`config.mk`:
```
export PLATFORM = sky130hd
export DESIGN_NAME = shift_seq_ctrl
export DESIGN_NICKNAME = d
export VERILOG_FILES = /design/src/rtl/shift_seq_pkg.sv /design/src/rtl/shreg_core.sv /design/src/rtl/shift_seq_ctrl.sv
export SDC_FILE = /design/constraint.sdc
export NUM_CORES = 1
export LEC_CHECK = 0
export ABC_AREA = 1
export CAP_MARGIN = 20
export CORE_AREA = 2 2 39 41
export DETAILED_ROUTE_END_ITERATION = 16
export DIE_AREA = 0 0 41 43
export DONT_BUFFER_PORTS = 1
export HOLD_SLACK_MARGIN = 0.03
export PLACE_DENSITY = 0.57
export SLEW_MARGIN = 5
export SYNTH_ARGS = -nofsm -noshare
export SYNTH_HDL_FRONTEND = slang
export SYNTH_SLANG_ARGS = --single-unit
```
`constraint.sdc`:
```
create_clock -name clk -period 1.6 [get_ports clk]
set_clock_uncertainty 0.15 [all_clocks]
set_input_delay 0.32 -clock clk [delete_from_list [all_inputs] [get_ports clk]]
set_output_delay 0.32 -clock clk [all_outputs]
set_load 0.05 [all_outputs]
```
`src/rtl/shift_seq_pkg.sv`:
```
// Shared types and constants for the serial shift sequencer.
// The state encoding is fixed so that probes can decode it directly.
package shift_seq_pkg;

    typedef enum logic [1:0] {
        IDLE  = 2'd0,
        SHIFT = 2'd1,
        DONE  = 2'd2
    } state_t;

    localparam logic DIR_MSB = 1'b0;
    localparam logic DIR_LSB = 1'b1;

endpackage

```
`src/rtl/shreg_core.sv`:
```
// Datapath register for the shift sequencer: parallel load, 1-bit shift with 0 fill.
// A load takes priority over a shift; otherwise the register holds its value.
module shreg_core
    import shift_seq_pkg::*;
#(
    parameter int WIDTH = 4
) (
    input  logic             clk,
    input  logic             rst,
    input  logic             ld,
    input  logic             sh_en,
    input  logic             dir,
    input  logic [WIDTH-1:0] d,
    output logic [WIDTH-1:0] q
);

    always_ff @(posedge clk or posedge rst) begin
        if (rst) begin
            q <= '0;
        end else if (ld) begin
            q <= d;
        end else if (sh_en) begin
            if (dir == DIR_LSB) begin
                q <= q >> 1;
            end else begin
                q <= q << 1;
            end
        end
    end

endmodule

```
`src/rtl/shift_seq_ctrl.sv`:
```
// Load/shift/count sequencer: takes a parallel word, streams it out one bit per beat.
// Optional SHIFT_DIR_SEL_EN adds a per-word shift direction input (in_dir).
module shift_seq_ctrl
    import shift_seq_pkg::*;
#(
    parameter int WIDTH = 4,
    parameter int CNT_W = $clog2(WIDTH)
) (
    input  logic             clk,
    input  logic             rst,
    input  logic             in_valid,
    output logic             in_ready,
    input  logic [WIDTH-1:0] in_data,
`ifdef SHIFT_DIR_SEL_EN
    input  logic             in_dir,
`endif
    output logic             so_valid,
    input  logic             so_ready,
    output logic             so_bit,
    output logic [WIDTH-1:0] po,
    output logic             busy,
    output logic             done
);

    localparam logic [CNT_W-1:0] LAST_CNT = CNT_W'(WIDTH - 1);

    // Handshakes: a transfer happens on a rising edge where valid && ready are
    // both high; valid never depends on ready, and the sender holds its data
    // stable until the transfer completes.

    // Current state is kept in a named register so probes can bind to it.
    state_t           state;
    logic [CNT_W-1:0] cnt;
    logic [WIDTH-1:0] q;
    logic             dir;
    logic             ld;
    logic             sh_en;

`ifdef SHIFT_DIR_SEL_EN
    logic dir_q;
    assign dir = dir_q;
`else
    assign dir = DIR_MSB;
`endif

    assign in_ready = (state == IDLE);
    assign so_valid = (state == SHIFT);
    assign busy     = (state == SHIFT) || (state == DONE);
    assign done     = (state == DONE);
    assign ld       = in_valid && in_ready;
    assign sh_en    = so_valid && so_ready;
    assign po       = q;

    always_comb begin
        so_bit = 1'b0;
        if (state == SHIFT) begin
            so_bit = (dir == DIR_LSB) ? q[0] : q[WIDTH-1];
        end
    end

    // cnt counts accepted beats of the current word and is cleared on the
    // final beat, so it never passes WIDTH-1 even for power-of-two widths.
    always_ff @(posedge clk or posedge rst) begin
        if (rst) begin
            state <= IDLE;
            cnt   <= '0;
`ifdef SHIFT_DIR_SEL_EN
            dir_q <= DIR_MSB;
`endif
        end else begin
            case (state)
                IDLE: begin
                    if (ld) begin
                        state <= SHIFT;
                        cnt   <= '0;
`ifdef SHIFT_DIR_SEL_EN
                        dir_q <= in_dir;
`endif
                    end
                end
                SHIFT: begin
                    if (sh_en) begin
                        if (cnt == LAST_CNT) begin
                            state <= DONE;
                            cnt   <= '0;
                        end else begin
                            cnt <= cnt + CNT_W'(1);
                        end
                    end
                end
                DONE: begin
                    state <= IDLE;
                end
                default: begin
                    state <= IDLE;
                    cnt   <= '0;
                end
            endcase
        end
    end

    shreg_core #(
        .WIDTH(WIDTH)
    ) u_shreg (
        .clk  (clk),
        .rst  (rst),
        .ld   (ld),
        .sh_en(sh_en),
        .dir  (dir),
        .d    (in_data),
        .q    (q)
    );

endmodule

```
==> flow_summary.json <==
{
  "vias_per_cell": 4.82,
  "crit_type": "reg2out",
  "synthTopCellsByArea": "dfrtp_1, nand2_1, ha_1, nand3_1, inv_1",
  "cts_buffers": 3,
  "edff_count_synth": 0,
  "area_share_of_the_leading_cell_type_in_the_synthesized_netlist_pct": 40.2,
  "drtPass1Iterations": 4,
  "detailedRoute.firstIterationViolations": 12,
  "antenna_diode_count": 0,
  "synth_common_cells": "nand2_1, inv_1, dfrtp_1, nand3_1, ha_1",
  "total_routing_usage_reported_by_global_routing_pct": 17.4,
  "timing.hold.worst.class": "in2reg",
  "post_detailed_routing_wire_length_microns": 1160,
  "final_max_slew_viol_count": 0,
  "worst_hold_slack_ns": 0.0413,
  "io_buffers": 0,
  "wl_per_cell_microns": 12.1,
  "gr-total-overflow": 0,
  "area_leader_netlist": "dfrtp_1",
  "grt_start_max_net_pins": 11,
  "finalSetupViolCount": 2,
  "floorplan.die.height_microns": 43,
  "synth_fp_nets": 81,
  "max_clock_freq_mhz": 609,
  "nFillCells": 133,
  "relSlewSlack_pct": 66.5,
  "die_area_sq_um": 1760,
  "rows": 14,
  "final_nets": 96,
  "grt_setup_unrepaired": "true",
  "crit_required_ns": 1.13,
  "synth-async-reset-ratio_pct": 100,
  "critPathMaxFanout": 3,
  "synth_cells": 67,
  "drv.max_cap_violation_count": 0,
  "via_count_of_the_first_global_routing_pass": 465,
  "maximum_clock_path_buffer_count": 2,
  "clock_sinks": 8,
  "syn_to_final_growth_pct": 41.2,
  "final_layout_size_suffix_gt1_share_pct": 26.3,
  "hold_viol_final": 0,
  "endpoint_kind": "output port",
  "outcome": "finished, violations left",
  "ant_nets": 0,
  "crit_arrival_ns": 1.17,
  "fin_crit_ns": 1.64,
  "core-area_sq_um": 1380,
  "cpPeakStageDelay_ns": 0.44,
  "fin_crit_sh_pct": 103,
  "clk_transition_reported_paths_ns": 0.05,
  "grt_pass1_wl_microns": 1970,
  "clk_latency_ns": 0.26,
  "synth_flop_cell": "dfrtp_1",
  "netlist_area_sq_um": 498,
  "worst_path_dominant_cell_family": "flip-flops",
  "dp_hpwl_microns": 828,
  "htree_levels": 1,
  "synth_register_bits": 8,
  "worst_setup_path_start_kind": "flop",
  "synth-seq-area-share_pct": 40.2,
  "drc_errors": 0,
  "critical_path_cell_by_cell": "ha_4, nand2_4, clkinvlp_4",
  "violations": "negative setup slack",
  "tightest_pin_transition_ns": 0.503,
  "root_buffer": "clkbuf_4",
  "detailroute.via_count": 463,
  "synthMostInstantiatedCell": "nand2_1",
  "initial_antenna_violation_count": 0,
  "yosysUniqueCellTypes": 11,
  "avgSynthCellArea_sq_um": 7.43,
  "worst_slack_ns": -0.0431,
  "path_buf_inv": 1,
  "synthesis.yosys.warnings": 0,
  "die_x_microns": 41,
  "floorplan.io_pins": 17,
  "tritoncts_clock_tree": "yes",
  "gpl.final_weighted_congestion": 0.774,
  "start_util_pct": 36.0,
  "critical_path.slowest_cell": "dfrtp_2"
}
## repair_timing
item                                    CTS  global route
setup buffers                             4             0
pin swaps                                 2             1
endpoints found under the setup margin    5             5
gates cloned                              0             0
resized for setup                         8             4
hold buffers                              1             0
endpoints found under the hold margin     8             0
## registers in the layout (all words and copies together) (netlist names)
signal	flops
state	2
cnt	2
u_shreg.q	4
## area by class of cell
cell class | count | area, sq um | area share, %
clock buffer | 3 | 22.5 | 3.20
tap | 16 | 20.0 | 2.85
multi-input combinational | 50 | 309 | 44.0
sequential | 8 | 201 | 28.6
inverter | 9 | 40.0 | 5.69
timing repair buffer | 10 | 110 | 15.7
## routing by layer
layer  share of wire [%]  track usage, %
met1                  43            19.9
met2                  49            25.6
met3                 5.5            7.85
met4                 2.7            10.0
met5                   0               0
## logic make-up after synthesis
| kind of cell | synth area share (%) |
|---|---|
| flops | 40.2 |
| buf+inv | 6.78 |
| compound gates | 2.01 |
| fa+ha+maj | 15.1 |
| simple gates | 35.9 |
## path summary, 6_finish.rpt
path / start / end / slack (ns) / depth (start not counted)
worst min-delay path: in_data[0] / u_shreg.q[0]$_DFFE_PP0P_ / 0.04 / 2
worst min register to register: cnt[1]$_DFFE_PP0P_ / cnt[1]$_DFFE_PP0P_ / 0.36 / 2
worst max register to register: state[0]$_DFFE_PP0P_ / state[1]$_DFFE_PP0P_ / 0.18 / 6
min in group asynchronous: rst / u_shreg.q[1]$_DFFE_PP0P_ / 0.29 / 2
worst max-delay path: state[0]$_DFFE_PP0P_ / so_bit / -0.04 / 3
max in group asynchronous: rst / state[0]$_DFFE_PP0P_ / 0.74 / 2
## cell usage in the layout, fill, tap and decap left out, types with 2 or more instances in the layout
master / n
nand4_1: 2
buf_4: 6
nand2_1: 28
ha_4: 3
dfrtp_1: 7
inv_1: 6
ha_1: 3
nand3_1: 8
clkbuf_4: 3
buf_12: 2
## through the flow
step	util (%)	instances	instance area, sq um	setup TNS (ns)	setup slack [ns]
floorplan	-	67	504	-0.732	-0.130
global placement	42.4	88	587	0	0.0849
detailed placement	42.4	88	587	0	0.0587
CTS	49.5	96	686	-0.159	-0.0604
global route	50.8	96	703	-0.249	-0.0920
finish	50.8	96	703	-0.0699	-0.0431
Power is left out: the tool's default activity adds up to more than one toggle a clock period on the data nets, which glitch-free logic cannot reach.
